## config.mk

```make
export PLATFORM = sky130hd
export DESIGN_NAME = pc_seq_flat
export DESIGN_NICKNAME = d
export VERILOG_FILES = /design/src/rtl/pc_seq_pkg.sv /design/src/rtl/pc_seq_if.sv /design/src/rtl/pc_ret_stack.sv /design/src/rtl/pc_seq.sv /design/src/flat_wrapper.sv
export SDC_FILE = /design/constraint.sdc
export NUM_CORES = 1
export LEC_CHECK = 0
export CORE_MARGIN = 4
export CORE_UTILIZATION = 44
export DETAILED_ROUTE_END_ITERATION = 16
export SYNTH_ARGS = -nofsm -noshare
export SYNTH_HDL_FRONTEND = slang
export SYNTH_SLANG_ARGS = --single-unit
export TNS_END_PERCENT = 5
```

## constraint.sdc

```tcl
create_clock -name clk -period 4.6 [get_ports clk]
set_clock_uncertainty 0.15 [all_clocks]
set_input_delay 1.15 -clock clk [delete_from_list [all_inputs] [get_ports clk]]
set_output_delay 1.15 -clock clk [all_outputs]
set_load 0.005 [all_outputs]
```

## src/rtl/pc_seq_pkg.sv

```systemverilog
// pc_seq_pkg
//   Shared definitions for the program-counter sequencer slice:
//   opcode encoding, sequencer state encoding and an opcode decode helper.
//   Imported by pc_seq.

package pc_seq_pkg;

  typedef enum logic [2:0] {
    INC  = 3'd0,
    JMP  = 3'd1,
    BRR  = 3'd2,
    CALL = 3'd3,
    RET  = 3'd4
  } op_t;

  typedef enum logic {
    RUN   = 1'b0,
    FAULT = 1'b1
  } state_t;

  // Unassigned codes 5..7 behave as INC, so they are folded in here and
  // the rest of the design only ever sees legal enum values.
  function automatic op_t decode_op(input logic [2:0] code);
    op_t result;
    case (code)
      3'd1:    result = JMP;
      3'd2:    result = BRR;
      3'd3:    result = CALL;
      3'd4:    result = RET;
      default: result = INC;
    endcase
    return result;
  endfunction

endpackage

```

## src/rtl/pc_seq_if.sv

```systemverilog
// pc_seq_if
//   Command/status bundle of the program-counter sequencer.
//   master modport (command source): drives en, op, din, clr_fault;
//                                    observes dout, stack_full, stack_empty, fault.
//   slave modport  (pc_seq)        : the mirror image.
//   en          advance enable (0 = hold everything)
//   op          3-bit opcode (INC/JMP/BRR/CALL/RET, 5-7 = INC)
//   din         jump/call target or signed branch offset
//   clr_fault   leave the FAULT state
//   dout        registered program counter
//   stack_full  return stack holds DEPTH entries
//   stack_empty return stack holds no entries
//   fault       sequencer is in the FAULT state

interface pc_seq_if #(
  parameter int WIDTH = 8
);

  logic             en;
  logic [2:0]       op;
  logic [WIDTH-1:0] din;
  logic             clr_fault;
  logic [WIDTH-1:0] dout;
  logic             stack_full;
  logic             stack_empty;
  logic             fault;

  modport master (
    output en, op, din, clr_fault,
    input  dout, stack_full, stack_empty, fault
  );

  modport slave (
    input  en, op, din, clr_fault,
    output dout, stack_full, stack_empty, fault
  );

endinterface

```

## src/rtl/pc_ret_stack.sv

```systemverilog
// pc_ret_stack
//   LIFO return-address stack for pc_seq.
//   clk, rst_n  clock and asynchronous active-low reset (clears the pointer)
//   push        write push_data at the current pointer, pointer+1 (ignored when full)
//   pop         pointer-1 (ignored when empty)
//   push_data   return address to store
//   top         most recently pushed entry, forced to 0 when empty
//   full        pointer == DEPTH
//   empty       pointer == 0

module pc_ret_stack #(
  parameter int WIDTH = 8,
  parameter int DEPTH = 4
) (
  input  logic             clk,
  input  logic             rst_n,
  input  logic             push,
  input  logic             pop,
  input  logic [WIDTH-1:0] push_data,
  output logic [WIDTH-1:0] top,
  output logic             full,
  output logic             empty
);

  localparam int AW  = $clog2(DEPTH);
  localparam int SPW = AW + 1;

  logic [WIDTH-1:0] mem [DEPTH];
  logic [SPW-1:0]   sp;
  logic [SPW-1:0]   sp_m1;

  assign full  = (sp == SPW'(DEPTH));
  assign empty = (sp == '0);
  assign sp_m1 = sp - SPW'(1);

  // Only the pointer is reset: entries above it are meaningless, and
  // clearing sp is enough to discard a push/pop interrupted by reset.
  always_ff @(posedge clk or negedge rst_n) begin
    if (!rst_n) begin
      sp <= '0;
    end else if (push && !full) begin
      sp <= sp + SPW'(1);
    end else if (pop && !empty) begin
      sp <= sp_m1;
    end
  end

  // Storage array, written at the slot the pointer currently addresses.
  always_ff @(posedge clk) begin
    if (push && !full) begin
      mem[sp[AW-1:0]] <= push_data;
    end
  end

  // An empty stack never exposes a stale slot.
  assign top = empty ? '0 : mem[sp_m1[AW-1:0]];

endmodule

```

## src/rtl/pc_seq.sv

```systemverilog
// pc_seq
//   Program-counter sequencer with INC / JMP / relative branch / CALL / RET
//   and a return stack. Stack overflow or underflow parks the sequencer in
//   FAULT until clr_fault is seen.
//   clk    single clock, rising edge
//   rst_n  asynchronous active-low reset (dout=RESET_VEC, stack empty, RUN)
//   bus    pc_seq_if slave: en, op, din, clr_fault in; dout, stack_full,
//          stack_empty, fault out

module pc_seq
  import pc_seq_pkg::*;
#(
  parameter int               WIDTH     = 8,
  parameter int               DEPTH     = 4,
  parameter logic [WIDTH-1:0] RESET_VEC = '0
) (
  input  logic    clk,
  input  logic    rst_n,
  pc_seq_if.slave bus
);

  state_t           state;
  state_t           state_next;
  op_t              op_dec;
  logic [WIDTH-1:0] pc;
  logic [WIDTH-1:0] pc_next;
  logic [WIDTH-1:0] pc_inc;
  logic [WIDTH-1:0] stack_top;
  logic             push;
  logic             pop;
  logic             full;
  logic             empty;

  assign op_dec = decode_op(bus.op);
  assign pc_inc = pc + WIDTH'(1);

  pc_ret_stack #(
    .WIDTH (WIDTH),
    .DEPTH (DEPTH)
  ) u_stack (
    .clk       (clk),
    .rst_n     (rst_n),
    .push      (push),
    .pop       (pop),
    .push_data (pc_inc),
    .top       (stack_top),
    .full      (full),
    .empty     (empty)
  );

  // State register.
  always_ff @(posedge clk or negedge rst_n) begin
    if (!rst_n) begin
      state <= RUN;
    end else begin
      state <= state_next;
    end
  end

  // Next state: an illegal CALL/RET faults; only clr_fault recovers, and
  // the op present on the recovery edge is not executed.
  always_comb begin
    state_next = state;
    case (state)
      RUN: begin
        if (bus.en && op_dec == CALL && full) begin
          state_next = FAULT;
        end else if (bus.en && op_dec == RET && empty) begin
          state_next = FAULT;
        end
      end
      FAULT: begin
        if (bus.clr_fault) begin
          state_next = RUN;
        end
      end
      default: state_next = RUN;
    endcase
  end

  // Outputs of the FSM: next PC selection and stack control. Illegal
  // CALL/RET leave the PC where it is.
  always_comb begin
    pc_next = pc;
    push    = 1'b0;
    pop     = 1'b0;
    if (state == RUN && bus.en) begin
      case (op_dec)
        INC: pc_next = pc_inc;
        JMP: pc_next = bus.din;
        // Same-width add is the sign-extended add modulo 2^WIDTH.
        BRR: pc_next = pc + bus.din;
        CALL: begin
          if (!full) begin
            push    = 1'b1;
            pc_next = bus.din;
          end
        end
        RET: begin
          if (!empty) begin
            pop     = 1'b1;
            pc_next = stack_top;
          end
        end
        default: pc_next = pc_inc;
      endcase
    end
  end

  // Program counter register.
  always_ff @(posedge clk or negedge rst_n) begin
    if (!rst_n) begin
      pc <= RESET_VEC;
    end else begin
      pc <= pc_next;
    end
  end

  assign bus.dout        = pc;
  assign bus.stack_full  = full;
  assign bus.stack_empty = empty;
  assign bus.fault       = (state == FAULT);

endmodule

```

## src/flat_wrapper.sv

```systemverilog
// flat-port wrapper written by rule: the top's interface ports become plain ports
module pc_seq_flat import pc_seq_pkg::*;
#(
  parameter int               WIDTH     = 8,
  parameter int               DEPTH     = 4,
  parameter logic [WIDTH-1:0] RESET_VEC = '0
)
  (clk, rst_n, bus_en, bus_op, bus_din, bus_clr_fault, bus_dout, bus_stack_full, bus_stack_empty, bus_fault);
  pc_seq_if #(.WIDTH(WIDTH)) bus_i ();
  input  logic clk;
  input  logic rst_n;
  input wire logic [$bits(bus_i.en)-1:0] bus_en;
  input wire logic [$bits(bus_i.op)-1:0] bus_op;
  input wire logic [$bits(bus_i.din)-1:0] bus_din;
  input wire logic [$bits(bus_i.clr_fault)-1:0] bus_clr_fault;
  output wire logic [$bits(bus_i.dout)-1:0] bus_dout;
  output wire logic [$bits(bus_i.stack_full)-1:0] bus_stack_full;
  output wire logic [$bits(bus_i.stack_empty)-1:0] bus_stack_empty;
  output wire logic [$bits(bus_i.fault)-1:0] bus_fault;
  assign bus_i.en = bus_en;
  assign bus_i.op = bus_op;
  assign bus_i.din = bus_din;
  assign bus_i.clr_fault = bus_clr_fault;
  assign bus_dout = bus_i.dout;
  assign bus_stack_full = bus_i.stack_full;
  assign bus_stack_empty = bus_i.stack_empty;
  assign bus_fault = bus_i.fault;
  pc_seq #(.WIDTH(WIDTH), .DEPTH(DEPTH), .RESET_VEC(RESET_VEC)) u_core (.clk(clk), .rst_n(rst_n), .bus(bus_i));
endmodule
```

==> flow_summary.ini, run 1 <==
[global_routing]
grt_first_pass_wirelength_mm = 8.74
use_met2 = 0.222
grt_overflow_total = 0
grtUsageTotal = 0.155
grt_max_degree = 29
top_usage_layer = met1
grt_util_met1 = 0.236
antenna_found_initial = 0
gr-usage-met3 = 0.0355
first_global_vias = 1717

[placed_design]
gp_routability_congestion = 0.769
place.detailed.hpwl_mm = 3.80
placedCellCount = 313
place.port_buffers = 25
dpl_worst_slack_ps = 875
place_area_sq_um = 2850

[drt]
wl_mm = 5.03
route.detailed.drc = 0
drtIter0Drc = 147
drt_pass1_iterations = 5
drt-wirelength-per-cell_microns = 15.7
drt-vias-per-instance = 5.51
antenna_violating_nets_post_route = 0
via_count = 1769

[logic_synthesis]
synth_cell_area_sq_um = 2540
syn_inst = 223
synth-warning-count = 0
mappedNetlistNets = 252
synth_enable_flop_cells = 32
portion_of_synthesized_cell_area_occupied_by_the_leading_cell_type = 0.378
asyncSetResetFlopFracSynth = 0.273
synth.distinct_cells = 43
synth_top_area_cell = sky130_fd_sc_hd__edfxtp_1
syn_avg_cell_area_sq_um = 11.4
synth_sequential_area_ratio = 0.496
yosys-top-cells-area = sky130_fd_sc_hd__edfxtp_1 (38%), sky130_fd_sc_hd__dfrtp_1 (12%), sky130_fd_sc_hd__mux4_1 (7.2%)
most_used_flip_flop_cell_after_synthesis = sky130_fd_sc_hd__edfxtp_1
synth-seq-cells = 44

[final_layout]
antenna_cells = 0
filler_cell_count = 491
post-route-cell-area_sq_um = 2970
layout-drive-gt1-share = 0.0522
layout.cells.non_filler = 321
areaGrowthSynthToFinish_pct = 16.7
layout.core_utilization = 0.536
nNetsFinal = 277

[setup_path]
critical_path.max_fanout = 16
start_kind = input pin
crit_path_end_kind = flop
worstPathArrival_ps = 3460
path_class = in2reg
worst_r2r_path_depth = 6
timing.critical_path.required_ps = 4630

[clock_network]
root_buffer = sky130_fd_sc_hd__clkbuf_8
cts_resized = 0
total_clock_buffers_created_by_cts = 5
cts.clk_slew.worst_paths_ps = 80
cts_max_level = 2
clk-insertion-delay-late_ps = 300
post-cts-setup-buffers = 0
clock_tree.buffer_depth = 2
cts.sinks = 44
cts_tree = yes
cts_hold_repair.buffers = 0

[power]
design_power_total_mw = 1.59
power_density_nw_per_um2 = 536
power_leakage_nw = 1.10
vdd_drop_max_uv = 283

[floorplanning]
chipWidth_microns = 84.0
effective_utilization_at_floorplan = 0.459
chipHeight_microns = 84.0
floorplan.die_area_sq_um = 7060
boundaryPins = 26
placement_rows = 27
core_sq_um = 5540

[sta]
fmax_ghz = 0.292
slew_viol_final = 0
layout_worst_path_cycle_share = 0.745
sum_of_negative_setup_slack_ps = 0
worst-slew-pin-transition_ps = 1050
rsz_0062_raised_after_global_routing = false
hold_viol_final = 0
worst_slew_margin_rel = 0.294
finalWorstPathRequiredPeriod_ps = 3430
finalWorstSetupSlack_ps = 1170
hold_ws_ps = 344
setup_viol = 0

[worst_hold_path]
hp-class = reg2reg
min_delay_path_depth = 1

[outcome]
outcome = completed

[run]
drv_cap = 0
## registers in the layout, indices dropped and copies added (netlist names)
name / cells
u_core.bus.dout: 8
u_core.bus.fault: 1
u_core.u_stack.mem: 32
u_core.u_stack.sp: 3
## final cells by class
| cell class | count | area [sq um] | area share |
|---|---|---|---|
| inverters | 9 | 33.8 | 0.0114 |
| repair buffers | 27 | 265 | 0.0894 |
| multi-input cells | 161 | 1200 | 0.404 |
| well taps | 72 | 90.1 | 0.0304 |
| clock inverters | 3 | 50.0 | 0.0169 |
| flip-flops and latches | 44 | 1260 | 0.425 |
| clock buffers | 5 | 68.8 | 0.0232 |
## worst paths after layout
check	start	to	slack, ps
setup / recovery	bus_op[1]	u_core.bus.dout[2]	1170
hold / removal	u_core.u_stack.sp[2]	u_core.u_stack.sp[2]	340
setup reg to reg	u_core.u_stack.sp[0]	u_core.bus.dout[2]	1890
hold reg to reg	u_core.u_stack.sp[2]	u_core.u_stack.sp[2]	340
max in group asynchronous	rst_n	u_core.bus.dout[2]	2850
min in group asynchronous	rst_n	u_core.bus.dout[3]	1070
## worst max-delay path, stage by stage
cell	delay, ps
sky130_fd_sc_hd__clkdlybuf4s50_1	750
sky130_fd_sc_hd__nor2b_1	240
sky130_fd_sc_hd__nand2_1	140
sky130_fd_sc_hd__o211ai_1	860
sky130_fd_sc_hd__nor2_1	120
sky130_fd_sc_hd__o32a_1	200
## cell usage after synthesis, drive strengths merged (2+ instances only)
cell type and number:
nor2b 3, o21a 2, o211ai 4, inv 9, xor2 7, a31oi 2, a211oi 4, buf 5
ha 13, dfrtp 12, nand2b 4, nand2 17, o22ai 3, nor2 25, a21oi 12, clkbuf 4
and2 5, mux4 8, nor3 5, nand3 4, o31ai 2, xnor2 8, edfxtp 32, o21ai 19
## metal layers
| layer | up-vias | share of wire | routed length, microns |
|---|---|---|---|
| li1 | 888 | - | - |
| met1 | 823 | 0.52 | 2620 |
| met2 | 53 | 0.42 | 2090 |
| met3 | 5 | 0.055 | 276 |
| met4 | 0 | 0.0082 | 41 |
| met5 | - | 0 | 0 |
## layout by cell type, fill, tap and decap left out, types with 4 or more instances in the layout
master | synthesis | layout
sky130_fd_sc_hd__xnor2_1 | 8 | 8
sky130_fd_sc_hd__and2_1 | 5 | 5
sky130_fd_sc_hd__o21ai_0 | 19 | 19
sky130_fd_sc_hd__xor2_1 | 7 | 7
sky130_fd_sc_hd__edfxtp_1 | 32 | 32
sky130_fd_sc_hd__a21oi_1 | 12 | 12
sky130_fd_sc_hd__clkdlybuf4s50_1 | 0 | 25
sky130_fd_sc_hd__ha_1 | 13 | 13
sky130_fd_sc_hd__nor3_1 | 4 | 4
sky130_fd_sc_hd__nor2_1 | 25 | 25
sky130_fd_sc_hd__nand3_1 | 4 | 4
sky130_fd_sc_hd__dfrtp_1 | 12 | 12
sky130_fd_sc_hd__nand2b_1 | 4 | 4
sky130_fd_sc_hd__clkbuf_8 | 0 | 5
sky130_fd_sc_hd__inv_1 | 9 | 9
sky130_fd_sc_hd__o211ai_1 | 4 | 4
sky130_fd_sc_hd__mux4_1 | 7 | 7
sky130_fd_sc_hd__nand2_1 | 17 | 17
## logic make-up after synthesis
family | share of synthesized area
DFF | 0.496
muxes | 0.0851
and+or+nand+nor | 0.120
adders and majority gates | 0.0718
xor gates and xnor gates | 0.0516
buffers and inverters | 0.0330
AOI/OAI and AO/OA | 0.143
## power breakdown
group / total [mW] / leakage [nW] / internal (mW) / switching, mW
logic: 0.656 / 0.604 / 0.326 / 0.330
clock network: 0.307 / 0.0607 / 0.167 / 0.140
registers: 0.628 / 0.436 / 0.530 / 0.0981
total: 1.59 / 1.10 / 1.02 / 0.568
(Power assumes the default switching activity.)
==> inputs of run 2 (changes only) <==
--- a/config.mk
+++ b/config.mk
@@ -8,6 +8,7 @@
 export CORE_MARGIN = 4
 export CORE_UTILIZATION = 44
 export DETAILED_ROUTE_END_ITERATION = 16
+export PLACE_DENSITY = 0.67
 export SYNTH_ARGS = -nofsm -noshare
 export SYNTH_HDL_FRONTEND = slang
 export SYNTH_SLANG_ARGS = --single-unit
==> constraint.sdc (replaced) <==
create_clock -name clk -period 2.9 [get_ports clk]
set_clock_uncertainty 0.15 [all_clocks]
set_input_delay 0.725 -clock clk [delete_from_list [all_inputs] [get_ports clk]]
set_output_delay 0.725 -clock clk [all_outputs]
set_load 0.005 [all_outputs]
==> flow_summary.ini, run 2 (synthesized netlist as in run 1, its figures left out) <==
[worst_hold_path]
hp-class = reg2reg

[sta]
sum_of_negative_setup_slack_ps = 0
worst_slew_margin_rel = 0.591
hold_viol_final = 0
finalWorstPathRequiredPeriod_ps = 2700
finalWorstSetupSlack_ps = 197
layout_worst_path_cycle_share = 0.932
fmax_ghz = 0.370
setup_viol = 0
hold_ws_ps = 351
worst-slew-pin-transition_ps = 612
slew_viol_final = 0
rsz_0062_raised_after_global_routing = false

[clock_network]
cts.clk_slew.worst_paths_ps = 80
root_buffer = sky130_fd_sc_hd__clkbuf_8
cts_hold_repair.buffers = 0
cts.sinks = 44
clock_tree.buffer_depth = 2
cts_resized = 0
post-cts-setup-buffers = 0
total_clock_buffers_created_by_cts = 5
cts_tree = yes
cts_max_level = 2
clk-insertion-delay-late_ps = 290

[setup_path]
rr_startpoint = u_core.u_stack.sp[1]
crit_path_end_kind = output pin
timing.critical_path.required_ps = 2030
worst_path_max_delay_cell = sky130_fd_sc_hd__clkdlybuf4s50_1
reg2reg_to = u_core.bus.dout[2]
worst_r2r_path_depth = 6
critical_path.max_fanout = 4
path_class = reg2out
critical_path.endpoint = bus_stack_empty
crit_start = u_core.u_stack.sp[1]
rrSetupSlack_ps = 550
timing.critical_path.cells = inv_1 > ha_1 > nor2b_1 > clkdlybuf4s50_1
slowest_delay_ps = 550
worstPathArrival_ps = 1830
start_kind = flop

[floorplanning]
floorplan.die_area_sq_um = 7060
boundaryPins = 26
core_sq_um = 5540
chipHeight_microns = 84.0
placement_rows = 27
chipWidth_microns = 84.0
effective_utilization_at_floorplan = 0.459

[final_layout]
areaGrowthSynthToFinish_pct = 21.4
most-common-layout-cells = sky130_fd_sc_hd__edfxtp_1 (32), sky130_fd_sc_hd__nor2_1 (25), sky130_fd_sc_hd__clkdlybuf4s50_1 (25)
layout-drive-gt1-share = 0.0927
largest_register_ff_count = 32
mostFrequentLayoutCell = sky130_fd_sc_hd__edfxtp_1
filler_cell_count = 501
post-route-cell-area_sq_um = 3090
nNetsFinal = 287
antenna_cells = 0

[placed_design]
gp_routability_congestion = 0.811
dpl_worst_slack_ps = -156
place.detailed.hpwl_mm = 3.92
place_area_sq_um = 2970
place.port_buffers = 25

[power]
power_density_nw_per_um2 = 831
design_power_total_mw = 2.57
vdd_drop_max_uv = 393
power_leakage_nw = 1.16

[drt]
route.detailed.drc = 0
drt-vias-per-instance = 5.52
drt_pass1_iterations = 4
drt-wirelength-per-cell_microns = 16.0
wl_mm = 5.31
drtIter0Drc = 74
antenna_violating_nets_post_route = 0
via_count = 1826

[global_routing]
antenna_found_initial = 0
first_global_vias = 1760
grt_first_pass_wirelength_mm = 8.83
grt_overflow_total = 0
grtUsageTotal = 0.155
grt_max_degree = 28

[outcome]
outcome = completed

[run]
drv_cap = 0
==> run 2: cell types whose count changed in the layout (fill, tap and decap cells not counted), sizes merged <==
cell,change
buf,+10
inv,-2
clkinv,+1
clkinvlp,+1
==> run 2: layout make-up <==
type,count,area [sq um],share of cell area
inverter,9,33.8,0.0109
sequential,44,1260,0.408
multi-input combinational,161,1200,0.389
clock inverter,3,42.5,0.0138
clock buffer,5,68.8,0.0223
tap,72,90.1,0.0292
timing repair buffer,37,390,0.126
==> run 2: worst min path at each step <==
stage / start / end / slack, ps / depth (start not counted)
after global placement: u_core.u_stack.sp[2] / u_core.u_stack.sp[2] / 330 / 1
after detailed placement: u_core.u_stack.sp[2] / u_core.u_stack.sp[2] / 340 / 1
after floorplan: rst_n / u_core.bus.dout[0] / 280 / 0
after CTS: u_core.u_stack.sp[2] / u_core.u_stack.sp[2] / 360 / 1
final: u_core.u_stack.sp[2] / u_core.u_stack.sp[2] / 350 / 1
after global routing: u_core.u_stack.sp[2] / u_core.u_stack.sp[2] / 380 / 1
==> run 2: worst max-delay path, delay by kind of cell, from the launching register on <==
kind / cells / cell delay (ps)
flops: 1 / 430
simple gates: 1 / 250
fa+ha+maj: 1 / 190
buf+inv: 2 / 670
==> run 2: routing by layer <==
layer	track usage	share of wire	vias to the layer above
met5	0	0	-
met4	0.0336	0.0055	0
met3	0.0346	0.043	4
met2	0.245	0.47	42
met1	0.218	0.49	874
li1	-	-	906
==> run 2: metrics by stage <==
step            util  instances
6_report       0.558        331
5_1_grt        0.558        331
4_1_cts        0.557        331
3_5_place_dp   0.537        323
3_3_place_gp   0.537        323
2_1_floorplan      -        223
==> run 2: where the power goes <==
group          switching [mW]  internal [mW]  total, mW
sequential              0.121          0.842      0.963
combinational           0.587          0.560       1.15
clock                   0.203          0.255      0.458
total                   0.911           1.66       2.57
